[config.mk]
export PLATFORM = sky130hd
export DESIGN_NAME = patch_dump_reader_flat
export DESIGN_NICKNAME = d
export VERILOG_FILES = /design/src/rtl/patch_dump_reader_if.sv /design/src/rtl/patch_dump_reader.sv /design/src/flat_wrapper.sv
export SDC_FILE = /design/constraint.sdc
export NUM_CORES = 1
export LEC_CHECK = 0
export CORE_MARGIN = 2
export CORE_UTILIZATION = 33
export DETAILED_ROUTE_END_ITERATION = 10
export PLACE_DENSITY = 0.59
export SYNTH_ARGS = -nofsm -noshare
export SYNTH_HDL_FRONTEND = slang
export SYNTH_SLANG_ARGS = --single-unit
[constraint.sdc]
create_clock -name sCLK_XVXENVS -period 1.77 [get_ports sCLK_XVXENVS]
set_input_delay 0.2655 -clock sCLK_XVXENVS [delete_from_list [all_inputs] [get_ports sCLK_XVXENVS]]
set_output_delay 0.2655 -clock sCLK_XVXENVS [all_outputs]
set_load 0.01 [all_outputs]
[src/rtl/patch_dump_reader_if.sv]
// Patch register bus plus SysEx byte stream seen by the dump reader.
// master = reader side, slave = responders / transmitter side.
interface patch_dump_reader_if #(
  parameter int BANKS = 4
);
  logic [6:0]       adr;
  logic             read;
  logic             sysex_data_patch_send;
  logic [BANKS-1:0] bank_sel;
  logic [7:0]       data_in;
  logic [7:0]       tx_data;
  logic             tx_valid;
  logic             tx_ready;

  modport master (
    output adr,
    output read,
    output sysex_data_patch_send,
    output bank_sel,
    output tx_data,
    output tx_valid,
    input  data_in,
    input  tx_ready
  );

  modport slave (
    input  adr,
    input  read,
    input  sysex_data_patch_send,
    input  bank_sel,
    input  tx_data,
    input  tx_valid,
    output data_in,
    output tx_ready
  );
endinterface

[src/rtl/patch_dump_reader.sv]
// Dumps one parameter bank as a nibblised SysEx stream.
// Define PATCH_DUMP_CHECKSUM_EN to append a 7-bit checksum before F7.
module patch_dump_reader #(
  parameter int         BANKS      = 4,
  parameter int         BANK_WIDTH = 2,
  parameter logic [6:0] ADR_FIRST  = 7'd0,
  parameter logic [6:0] ADR_LAST   = 7'd127,
  parameter logic [7:0] MFR_ID     = 8'h7D
) (
  input  logic                  sCLK_XVXENVS,
  input  logic                  reset_reg_N,
  input  logic                  start,
  input  logic [BANK_WIDTH-1:0] bank,
  output logic                  busy,
  output logic                  done,
  patch_dump_reader_if.master   bus
);

  typedef enum logic [3:0] {
    S_IDLE,
    S_HDR0,
    S_HDR1,
    S_HDR2,
    S_SETADR,
    S_RDHI,
    S_RDLO,
    S_TXHI,
    S_TXLO,
`ifdef PATCH_DUMP_CHECKSUM_EN
    S_CKSUM,
`endif
    S_EOX,
    S_DONE
  } state_t;

  state_t                state_q, state_d;
  logic [6:0]            adr_q, adr_d;
  logic [BANK_WIDTH-1:0] bank_q, bank_d;
  logic [7:0]            data_q, data_d;
  logic                  sel;
  logic                  hs;
  logic                  bank_ok;
`ifdef PATCH_DUMP_CHECKSUM_EN
  logic [6:0]            sum_q, sum_d;
`endif

  assign hs      = bus.tx_valid && bus.tx_ready;
  assign bank_ok = (32'(bank) < 32'(BANKS));
  assign bus.adr = adr_q;

  always_comb begin
    state_d   = state_q;
    adr_d     = adr_q;
    bank_d    = bank_q;
    data_d    = data_q;
`ifdef PATCH_DUMP_CHECKSUM_EN
    sum_d     = sum_q;
`endif
    sel          = 1'b0;
    done         = 1'b0;
    bus.read     = 1'b0;
    bus.tx_valid = 1'b0;
    bus.tx_data  = 8'h00;
    unique case (state_q)
      S_IDLE: begin
        if (start && bank_ok) begin
          bank_d  = bank;
          adr_d   = ADR_FIRST;
`ifdef PATCH_DUMP_CHECKSUM_EN
          sum_d   = 7'd0;
`endif
          state_d = S_HDR0;
        end
      end
      S_HDR0: begin
        bus.tx_valid = 1'b1;
        bus.tx_data  = 8'hF0;
        if (hs) state_d = S_HDR1;
      end
      S_HDR1: begin
        bus.tx_valid = 1'b1;
        bus.tx_data  = MFR_ID;
        if (hs) state_d = S_HDR2;
      end
      S_HDR2: begin
        bus.tx_valid = 1'b1;
        bus.tx_data  = 8'(bank_q);
        if (hs) state_d = S_SETADR;
      end
      S_SETADR: begin
        sel     = 1'b1;
        state_d = S_RDHI;
      end
      S_RDHI: begin
        sel      = 1'b1;
        bus.read = 1'b1;
        state_d  = S_RDLO;
      end
      S_RDLO: begin
        sel     = 1'b1;
        data_d  = bus.data_in;
        state_d = S_TXHI;
      end
      S_TXHI: begin
        sel          = 1'b1;
        bus.tx_valid = 1'b1;
        bus.tx_data  = {4'h0, data_q[7:4]};
        if (hs) begin
`ifdef PATCH_DUMP_CHECKSUM_EN
          sum_d   = sum_q + {3'b000, data_q[7:4]};
`endif
          state_d = S_TXLO;
        end
      end
      S_TXLO: begin
        sel          = 1'b1;
        bus.tx_valid = 1'b1;
        bus.tx_data  = {4'h0, data_q[3:0]};
        if (hs) begin
`ifdef PATCH_DUMP_CHECKSUM_EN
          sum_d = sum_q + {3'b000, data_q[3:0]};
`endif
          // test before increment so ADR_LAST=127 cannot wrap
          if (adr_q == ADR_LAST) begin
`ifdef PATCH_DUMP_CHECKSUM_EN
            state_d = S_CKSUM;
`else
            state_d = S_EOX;
`endif
          end else begin
            adr_d   = adr_q + 7'd1;
            state_d = S_SETADR;
          end
        end
      end
`ifdef PATCH_DUMP_CHECKSUM_EN
      S_CKSUM: begin
        bus.tx_valid = 1'b1;
        bus.tx_data  = {1'b0, 7'd0 - sum_q};
        if (hs) state_d = S_EOX;
      end
`endif
      S_EOX: begin
        bus.tx_valid = 1'b1;
        bus.tx_data  = 8'hF7;
        if (hs) state_d = S_DONE;
      end
      S_DONE: begin
        done    = 1'b1;
        state_d = S_IDLE;
      end
      default: state_d = S_IDLE;
    endcase
    busy = (state_q != S_IDLE) && (state_q != S_DONE);
    bus.sysex_data_patch_send = sel;
    bus.bank_sel = sel ? (BANKS'(1) << bank_q) : '0;
  end

  always_ff @(posedge sCLK_XVXENVS) begin
    if (!reset_reg_N) begin
      state_q <= S_IDLE;
      adr_q   <= 7'd0;
      bank_q  <= '0;
      data_q  <= 8'h00;
`ifdef PATCH_DUMP_CHECKSUM_EN
      sum_q   <= 7'd0;
`endif
    end else begin
      state_q <= state_d;
      adr_q   <= adr_d;
      bank_q  <= bank_d;
      data_q  <= data_d;
`ifdef PATCH_DUMP_CHECKSUM_EN
      sum_q   <= sum_d;
`endif
    end
  end

endmodule

[src/flat_wrapper.sv]
// flat-port wrapper written by rule: the top's interface ports become plain ports
module patch_dump_reader_flat 
#(
  parameter int         BANKS      = 4,
  parameter int         BANK_WIDTH = 2,
  parameter logic [6:0] ADR_FIRST  = 7'd0,
  parameter logic [6:0] ADR_LAST   = 7'd127,
  parameter logic [7:0] MFR_ID     = 8'h7D
)
  (sCLK_XVXENVS, reset_reg_N, start, bank, busy, done, bus_adr, bus_read, bus_sysex_data_patch_send, bus_bank_sel, bus_tx_data, bus_tx_valid, bus_data_in, bus_tx_ready);
  patch_dump_reader_if #(.BANKS(BANKS)) bus_i ();
  input  logic sCLK_XVXENVS;
  input  logic reset_reg_N;
  input  logic start;
  input  logic [BANK_WIDTH-1:0] bank;
  output logic busy;
  output logic done;
  output wire logic [$bits(bus_i.adr)-1:0] bus_adr;
  output wire logic [$bits(bus_i.read)-1:0] bus_read;
  output wire logic [$bits(bus_i.sysex_data_patch_send)-1:0] bus_sysex_data_patch_send;
  output wire logic [$bits(bus_i.bank_sel)-1:0] bus_bank_sel;
  output wire logic [$bits(bus_i.tx_data)-1:0] bus_tx_data;
  output wire logic [$bits(bus_i.tx_valid)-1:0] bus_tx_valid;
  input wire logic [$bits(bus_i.data_in)-1:0] bus_data_in;
  input wire logic [$bits(bus_i.tx_ready)-1:0] bus_tx_ready;
  assign bus_adr = bus_i.adr;
  assign bus_read = bus_i.read;
  assign bus_sysex_data_patch_send = bus_i.sysex_data_patch_send;
  assign bus_bank_sel = bus_i.bank_sel;
  assign bus_tx_data = bus_i.tx_data;
  assign bus_tx_valid = bus_i.tx_valid;
  assign bus_i.data_in = bus_data_in;
  assign bus_i.tx_ready = bus_tx_ready;
  patch_dump_reader #(.BANKS(BANKS), .BANK_WIDTH(BANK_WIDTH), .ADR_FIRST(ADR_FIRST), .ADR_LAST(ADR_LAST), .MFR_ID(MFR_ID)) u_core (.sCLK_XVXENVS(sCLK_XVXENVS), .reset_reg_N(reset_reg_N), .start(start), .bank(bank), .busy(busy), .done(done), .bus(bus_i));
endmodule
== After elaboration in Yosys (flattened, before gate mapping) ==
Cells that the tools add are included.
Storage, ports and cells
  register bits: 21
  input port bits: 14
  output and inout port bits: 24
Operators by class
  add/sub/neg operators: 1
  eq/ne operators: 20
  shift-type cells: 1
  multiplexer cells: 19
  reduce and logical (&&, ||, !) cells: 10
Operator list (number)
  one-hot mux 8 bit (6 select lines): 1
  one-hot mux 4 bit (10 select lines): 1
  2-to-1 mux 4 bit: 9
  2-to-1 mux 7 bit: 3
  == test 4 x 3 -> 1 bit, second input constant: 4
  one-hot mux 7 bit (2 select lines): 1
  == test 4 bit, second input constant: 3
  inequality test 2 x 1 -> 1 bit, second input constant: 6
  == test 4 x 2 -> 1 bit, second input constant: 2
  adder 7 x 1 -> 7 bit, second input constant: 1
  == test 7 bit, second input constant: 1
  AND reduction 7 bit: 1
  OR reduction 6 bit: 1
  OR reduction 5 bit: 1
  == test 4 x 1 -> 1 bit, second input constant: 1
  logical NOT 4 bit: 1
  2-to-1 mux 1 bit: 4
  inequality test 2 bit, second input constant: 2
  inequality test 4 bit, second input constant: 1
  AND reduction 4 bit: 1
  nonzero test 4 bit: 1
  left shift 1 x 2 -> 4 bit, first input constant: 1
  logical AND 1 bit: 2
  AND reduction 2 bit: 1
  nonzero test 2 bit: 1

== Depth between registers and ports, before layout ==
Gate-level depths: netlist (run 1).
  depth in word-level cells: 6
  mapped depth: 7
  mapped depth without buffers: 6

== Least setup slack after synthesis (run 1) ==
OpenSTA, ideal clock, no wires.
  kind: register to register
  from: register u_core.adr_q[0], in the netlist u_core.bus.adr[0]
  to: register u_core.adr_q[5], in the netlist u_core.bus.adr[5]
  library setup time: 0.075 ns
  arrival: 1.730 ns
  required time: 1.695 ns
  setup slack: -0.035 ns
  cell stages (with the launch flop): 7
  buffers on the path: 0
  cell sequence: dfxtp_1 > ha_1 > nand3_1 > or2_2 > or3b_1 > or4_1 > a31oi_1
Between the ends
  longest elaborated chain between the ends: 4
  elaborated cells between the ends (all ways): 7
  those cells by class: 1 x add/sub; 2 x eq/ne; 3 x mux; 1 x reduce/logical
Ends and longest elaborated chain
  start, declared: line patch_dump_reader.sv:37  | logic [6:0] adr_q, adr_d;
  start signal, assigned: line patch_dump_reader.sv:170  | adr_q <= adr_d;
  adder 7 x 1 -> 7 bit: line patch_dump_reader.sv:131  | adr_d = adr_q + 7'd1;
  2-to-1 mux 7 bit: line patch_dump_reader.sv:124  | if (adr_q == ADR_LAST) begin
  2-to-1 mux 7 bit: line patch_dump_reader.sv:119  | if (hs) begin
  one-hot mux 7 bit (2 select lines): line patch_dump_reader.sv:64  | unique case (state_q)
Parallel ways exist; a longest one is shown, timed or not. The select of a mux whose other input is x is not followed.
A chain may end at the register's enable or synchronous reset.

== Worst setup path after layout (run 1) ==
  from: register u_core.state_q[1]
  to: register u_core.state_q[0]
Between the ends
  longest elaborated chain between the ends: 6
  elaborated cells between the ends (all ways): 22
  those cells by class: 16 x eq/ne; 2 x mux; 4 x reduce/logical
Ends and longest elaborated chain
  start, declared: line patch_dump_reader.sv:36  | state_t state_q, state_d;
  start signal, assigned: line patch_dump_reader.sv:169  | state_q <= state_d;
  == test 4 x 1 -> 1 bit (tied with other cells): line patch_dump_reader.sv:64
  OR reduction 6 bit (no source line)
  2-to-1 mux 1 bit: line patch_dump_reader.sv:64
  logical AND 1 bit: line patch_dump_reader.sv:47  | assign hs = bus.tx_valid && bus.tx_ready;
  inequality test 2 x 1 -> 1 bit (no source line)
  AND reduction 7 bit (no source line)
Parallel ways exist; a longest one is shown, timed or not.

==> results.toml, run 1 <==
[logic_synthesis]
synth_largest_type_area_fraction_pct = 32.6
synthMostInstantiatedCell = "sky130_fd_sc_hd__nor2_1"
post_synth_inst_count = 156
ys_seq_area_share_pct = 32.6
synth_area_mm2 = 0.00129
ys_dominant_reg_cell = "sky130_fd_sc_hd__dfxtp_1"
ys_async_sr_fraction_pct = 0
synth_top_family_by_area = "simple AND/OR/NAND/NOR gates"
synth.top_cells.by_area = "sky130_fd_sc_hd__dfxtp_1 (33%), sky130_fd_sc_hd__mux2i_1 (10%), sky130_fd_sc_hd__nor2_1 (7.0%)"
syn-num-nets = 171
avgSynthCellArea_um2 = 8.26
synth_largest_area_cell = "sky130_fd_sc_hd__dfxtp_1"
post_synth_and_or_nand_nor_area_fraction_pct = 28.6
number_of_synthesized_flops_with_an_enable_pin = 0
synth_xor_xnor_area_share_pct = 0
post_synth_most_frequent_cells = "sky130_fd_sc_hd__nor2_1 (24), sky130_fd_sc_hd__dfxtp_1 (21), sky130_fd_sc_hd__mux2i_1 (13)"
adder_cell_share_of_the_synthesized_area_pct = 1.75
yosys_warnings = 0
post_synth_num_cell_types = 46
mux_share_of_post_synthesis_cell_area_pct = 11.3
yosys_register_bits = 21
synth_compound_gate_area_share_pct = 19.3

[place]
placed_cells_incl_taps = 262
portBuffers = 37
dp_hpwl_um = 2930
routabilityCongestion = 0.893

[setup_path]
worstSetupPathDepth = 8
timing.critical_path.slowest_stage_cell = "sky130_fd_sc_hd__or4_4"
critPathMostFrequentCell = "sky130_fd_sc_hd__buf_6"
cp_cell_sequence = "buf_6, buf_6, or4_4, buf_6, o22ai_4, a21oi_2, o22ai_1, nor2_1"
crit-reg2reg-launch = "u_core.state_q[1]$_SDFFE_PN0P_"
worstPathMaxFanout = 7
r2r_slack_ns = -0.02
crit_buf_inv = 3
cp_peak_stage_delay_ns = 0.53
crit_end = "u_core.state_q[0]$_SDFFE_PN0P_"
worst_r2r_endpoint = "u_core.state_q[0]$_SDFFE_PN0P_"
ff2ff_path_depth = 8
critical-path-top-delay-family = "simple AND/OR/NAND/NOR gates"
timing.critical_path.from = "u_core.state_q[1]$_SDFFE_PN0P_"
worstPathArrival_ns = 1.95
cp-end-kind = "register"
worst_setup_path_start_kind = "register"
worst-endpoint-required_ns = 1.93
criticalPathCategory = "reg2reg"

[sta]
timing.final.hold_violations = 0
timing.slew.headroom_pct = 77.9
setup_viol = 2
worst_clock_skew_ns = 0.00639
grt_setup_unrepaired = "yes"
fin_ws_ns = -0.0250
worst_hold_slack_ns = 0.508
period_minus_slack_ns = 1.79
share_of_the_clock_period_used_by_the_worst_path_after_layout_pct = 101
fin_setup_tns_ns = -0.0471
drv_slew = 0
worst_slew_pin_slew_ns = 0.331
fmax_ghz = 0.557

[floorplan]
floorplan.core_area_mm2 = 0.00372
dieHeight_um = 66.5
floorplan.initialDensity_pct = 34.7
num_rows = 22
design.die.area_mm2 = 0.00442
fp.dieW_um = 66.5
io-pin-count = 38

[layout]
final_net_count = 242
layout-drive-gt1-share_pct = 43.4
layout.cells.non_filler = 274
insertedDiodeCount = 0
fillerInstances = 351
layout-area-overhead-vs-synth_pct = 68.3

[global_route]
groute.usage.overall_pct = 19.5
gr-total-overflow = 0
grt_first_pass_wirelength_um = 6500
via_count_of_the_first_global_routing_pass = 1359
grt_antenna_before_repair = 0
pin_count_of_the_biggest_net_entering_global_routing = 20

[routing]
drt_wl_total_um = 4180
routed_via_density = 5.24
drt_first_pass_iters = 4
post_drt_wl_per_cell_um = 15.2
vias = 1436
detailed_route_drc_error_count = 0
final_antenna_net_count = 0
drt_first_iter_violations = 128

[power]
static-leakage-power_uw = 0.000865
max-vdd-ir-drop_v = 0.000581
power.density_mw_per_mm2 = 1300

[clocking]
clk_pin_slew_ns = 0.08
cts_max_level = 1
cts.sinks = 21
cts_hold_buf = 0
cts_max_path_buffers = 2
tritoncts = "yes"
clock_tree_root_driver_cell = "sky130_fd_sc_hd__clkbuf_8"
worstSkewPairLatency_ns = 0.27
tritoncts.num_buffers = 3

[status]
failed_checks = "negative setup slack"
run_status = "finished, violations left"

[job]
max-cap-violations = 0

[worst_hold_path]
holdCritStartpoint = "u_core.data_q[5]$_SDFFE_PN0P_"
timing.hold.worst.class = "reg2reg"
==> layout make-up <==
class / count / area (um2) / area share, %
clock buffer: 3 / 41.3 / 1.90
clock inverter: 1 / 7.51 / 0.346
inverter: 5 / 21.3 / 0.980
multi-input combinational: 118 / 936 / 43.1
sequential: 21 / 438 / 20.2
tap: 48 / 60.1 / 2.77
timing repair buffer: 78 / 666 / 30.7
==> worst min path at each step <==
stage	slack, ns	depth (start not counted)	to
3_3_place_gp	0.48	2	u_core.data_q[5]$_SDFFE_PN0P_
5_1_grt	0.55	2	u_core.data_q[6]$_SDFFE_PN0P_
3_5_place_dp	0.50	2	u_core.data_q[5]$_SDFFE_PN0P_
4_1_cts	0.52	2	u_core.data_q[5]$_SDFFE_PN0P_
2_1_floorplan	0.40	1	u_core.bus.adr[6]$_SDFFE_PN0P_
6_report	0.51	2	u_core.data_q[5]$_SDFFE_PN0P_
==> worst reg2reg max path: cells and delay by family (launching register included) <==
| kind | cells | cell delay, ns |
|---|---|---|
| and+or+nand+nor | 2 | 0.59 |
| buffers and inverters | 3 | 0.39 |
| DFF | 1 | 0.37 |
| AOI/OAI and AO/OA | 3 | 0.35 |
==> stage by stage <==
step	setup WS, ns	area (um2)	util, %	power, uW
4_1_cts	-0.0691	2080	56.1	2680
3_5_place_dp	-0.206	1920	51.7	2210
2_1_floorplan	0.00867	1290	-	1440
3_3_place_gp	-0.146	1920	51.7	2190
5_1_grt	-0.119	2170	58.4	3010
6_report	-0.0250	2170	58.4	2820
==> logic make-up after synthesis <==
kind of cell	count (synthesis)
AND/OR/NAND/NOR	68
AO/OA/AOI/OAI	34
flip-flops	21
buffers and inverters	17
multiplexers	14
adder cells (fa/ha/maj)	2
==> repair_timing <==
action                                  in CTS  in global routing
setup buffers                                5                  3
hold endpoints to repair                     0                  0
resized for setup                           63                 36
pin swaps                                    7                 10
endpoints found under the setup margin      19                 16
==> cells in the final DEF (no fill, tap or decap), types with 4 or more instances in the layout <==
cell type and instances:
sky130_fd_sc_hd__a21oi_1 7, sky130_fd_sc_hd__buf_2 7, sky130_fd_sc_hd__buf_4 33, sky130_fd_sc_hd__buf_6 7, sky130_fd_sc_hd__clkdlybuf4s50_1 20, sky130_fd_sc_hd__dfxtp_1 15, sky130_fd_sc_hd__dfxtp_4 4, sky130_fd_sc_hd__dlygate4sd2_1 5
sky130_fd_sc_hd__mux2i_1 13, sky130_fd_sc_hd__nand2_1 6, sky130_fd_sc_hd__nand3_1 6, sky130_fd_sc_hd__nor2_1 22
==> sequential cells by signal, indices dropped and copies added (netlist names) <==
signal,count
u_core.bank_q,2
u_core.data_q,8
u_core.state_q,4
u_core.bus.adr,7
==> power breakdown <==
group | internal (uW) | total (uW) | leakage [uW] | switching (uW)
logic | 953 | 1860 | 0.000669 | 908
registers | 541 | 631 | 0.000174 | 90.0
clock network | 159 | 329 | 0.0000217 | 170
total | 1650 | 2820 | 0.000865 | 1170
==> layer usage <==
layer / wire length [um] / global-route usage, % / up-vias
li1: - / - / 709
met1: 1780 / 24.7 / 681
met2: 2120 / 32.4 / 40
met3: 218 / 3.21 / 6
met4: 55 / 8.16 / 0
met5: 0 / 0 / -
No activity file was read; power rests on OpenSTA's default activity.
==> inputs of run 2 (changes only) <==
--- a/config.mk
+++ b/config.mk
@@ -7,6 +7,7 @@
 export LEC_CHECK = 0
 export CORE_MARGIN = 2
 export CORE_UTILIZATION = 33
+export CTS_BUF_LIST = sky130_fd_sc_hd__clkbuf_16
 export DETAILED_ROUTE_END_ITERATION = 10
 export PLACE_DENSITY = 0.59
 export SYNTH_ARGS = -nofsm -noshare
==> constraint.sdc (replaced) <==
create_clock -name sCLK_XVXENVS -period 1.6 [get_ports sCLK_XVXENVS]
set_input_delay 0.24 -clock sCLK_XVXENVS [delete_from_list [all_inputs] [get_ports sCLK_XVXENVS]]
set_output_delay 0.24 -clock sCLK_XVXENVS [all_outputs]
set_load 0.01 [all_outputs]
==> results.toml, run 2 (same netlist as run 1, synthesis figures left out) <==
[layout]
layout-area-overhead-vs-synth_pct = 89.5
most_common_cell_after_layout_fill_and_taps_aside = "sky130_fd_sc_hd__buf_4"
flip_flop_count_of_the_largest_register_after_layout = 8
final_net_count = 257
layout-drive-gt1-share_pct = 51.5
registers.top_by_ff_count = "u_core.data_q"
finalInstanceArea_mm2 = 0.00244
fillerInstances = 300
insertedDiodeCount = 0
highest_count_cells_in_the_layout_ignoring_fill_and_taps = "sky130_fd_sc_hd__buf_4 (39), sky130_fd_sc_hd__nor2_1 (23), sky130_fd_sc_hd__clkdlybuf4s50_1 (20), sky130_fd_sc_hd__buf_6 (15)"

[setup_path]
worst_r2r_endpoint = "u_core.bus.adr[3]$_SDFFE_PN0P_"
worst_setup_path_start_kind = "register"
timing.critical_path.slowest_stage_cell = "sky130_fd_sc_hd__or4_4"
cp_peak_stage_delay_ns = 0.48
worst-endpoint-required_ns = 1.78
worstPathArrival_ns = 1.92
crit-reg2reg-launch = "u_core.state_q[3]$_SDFFE_PN0P_"
worstPathMaxFanout = 7
ff2ff_path_depth = 7
cp_cell_sequence = "buf_6, buf_8, mux2_4, nand3_4, o21bai_4, or4_4, o22ai_2"
cp-end-kind = "register"
timing.critical_path.from = "u_core.state_q[3]$_SDFFE_PN0P_"
r2r_slack_ns = -0.14
criticalPathCategory = "reg2reg"

[routing]
detailed_route_drc_error_count = 0
post_drt_wl_per_cell_um = 15.6
drt_first_pass_iters = 4
final_antenna_net_count = 0
drt_wl_total_um = 4520
drt_first_iter_violations = 52
vias = 1516
routed_via_density = 5.25

[floorplan]
floorplan.core_area_mm2 = 0.00372
floorplan.initialDensity_pct = 34.7
num_rows = 22
io-pin-count = 38
fp.dieW_um = 66.5
dieHeight_um = 66.5
design.die.area_mm2 = 0.00442

[sta]
fmax_ghz = 0.574
share_of_the_clock_period_used_by_the_worst_path_after_layout_pct = 109
period_minus_slack_ns = 1.74
timing.final.hold_violations = 0
fin_ws_ns = -0.142
grt_setup_unrepaired = "yes"
worst_clock_skew_ns = 0.00276
timing.slew.headroom_pct = 74.5
setup_viol = 16
drv_slew = 0
worst_slew_pin_slew_ns = 0.382

[job]
max-cap-violations = 0

[global_route]
gr-total-overflow = 0
groute.usage.overall_pct = 21.4
grt_first_pass_wirelength_um = 7120
pin_count_of_the_biggest_net_entering_global_routing = 20
grt_antenna_before_repair = 0
via_count_of_the_first_global_routing_pass = 1500

[worst_hold_path]
hold_path_depth = 2
hold-path-endpoint = "u_core.data_q[5]$_SDFFE_PN0P_"
holdCritStartpoint = "u_core.data_q[5]$_SDFFE_PN0P_"
timing.hold.worst.class = "reg2reg"

[clocking]
worstSkewPairLatency_ns = 0.26
clk_pin_slew_ns = 0.06
cts_max_path_buffers = 2
cts_max_level = 1
tritoncts = "yes"
tritoncts.num_buffers = 3
cts.sinks = 21
clock_tree_root_driver_cell = "sky130_fd_sc_hd__clkbuf_16"

[place]
routabilityCongestion = 0.849
dp_hpwl_um = 2980
pre_cts_ws_ns = -0.291
portBuffers = 37
dpl_cell_area_mm2 = 0.00203

[status]
run_status = "finished, violations left"
failed_checks = "negative setup slack"

[power]
static-leakage-power_uw = 0.000997
power.density_mw_per_mm2 = 1530
max-vdd-ir-drop_v = 0.000833
-- run 2: cell types whose count changed in the layout (fill, tap and decap cells not counted), sizes merged --
cell         before  now
inv               5    6
clkbuf            6    4
dlygate4sd2       5    1
buf              49   70
clkinvlp          1    0
-- run 2: critical path, delay by kind of cell (launching register included) --
kind | cells | cell delay [ns]
muxes | 1 | 0.21
and+or+nand+nor | 2 | 0.54
DFF | 1 | 0.34
AOI/OAI and AO/OA | 2 | 0.32
buffers and inverters | 2 | 0.26
-- run 2: timing repair --
action	4_1_cts	5_1_grt
pin swaps	18	18
endpoints found under the hold margin	0	0
gates resized for setup	96	32
gates cloned	1	1
setup buffers	10	5
hold buffers	0	0
endpoints found under the setup margin	25	23
-- run 2: worst max-delay path by stage --
stage	to	slack (ns)	cells past startpoint
floorplan	u_core.bus.adr[5]$_SDFFE_PN0P_	-0.06	6
global route	bus_bank_sel[0]	-0.20	6
detailed placement	bus_tx_data[0]	-0.29	4
finish	u_core.bus.adr[3]$_SDFFE_PN0P_	-0.14	7
CTS	u_core.bus.adr[3]$_SDFFE_PN0P_	-0.17	7
global placement	u_core.state_q[3]$_SDFFE_PN0P_	-0.27	5
-- run 2: layer usage --
metal | wire (um) | part of all wire (%) | GRT usage [%] | vias to the layer above
met5 | 0 | 0 | 0 | -
met3 | 163 | 3.6 | 2.53 | 5
met2 | 2350 | 52 | 37.5 | 40
met4 | 65 | 1.4 | 6.89 | 0
met1 | 1940 | 43 | 27.1 | 734
li1 | - | - | - | 737
-- run 2: layout make-up --
class	count	area [um2]	area share, %
multi-input cells	118	1030	42.2
clock buffers	3	75.1	3.07
repair buffers	93	822	33.7
clock inverters	1	3.75	0.154
well taps	48	60.1	2.46
inverters	5	18.8	0.768
flip-flops and latches	21	433	17.7
-- run 2: stage by stage --
| stage | util (%) | power (uW) | setup TNS (ns) | cells | hold WS, ns |
|---|---|---|---|---|---|
| after floorplan | - | 1620 | -0.0595 | 156 | 0.373 |
| after global placement | 54.7 | 2530 | -3.04 | 270 | 0.477 |
| after detailed placement | 54.7 | 2540 | -3.65 | 270 | 0.494 |
| after CTS | 62.0 | 3390 | -1.19 | 285 | 0.508 |
| after global routing | 65.7 | 3930 | -2.07 | 289 | 0.513 |
| final | 65.7 | 3730 | -0.926 | 289 | 0.501 |
-- run 2: power breakdown --
group	total (uW)	internal [uW]	switching [uW]	leakage, uW
combinational	2560	1340	1210	0.000781
clock	525	333	192	0.0000423
sequential	650	589	60.9	0.000174
total	3730	2260	1470	0.000997
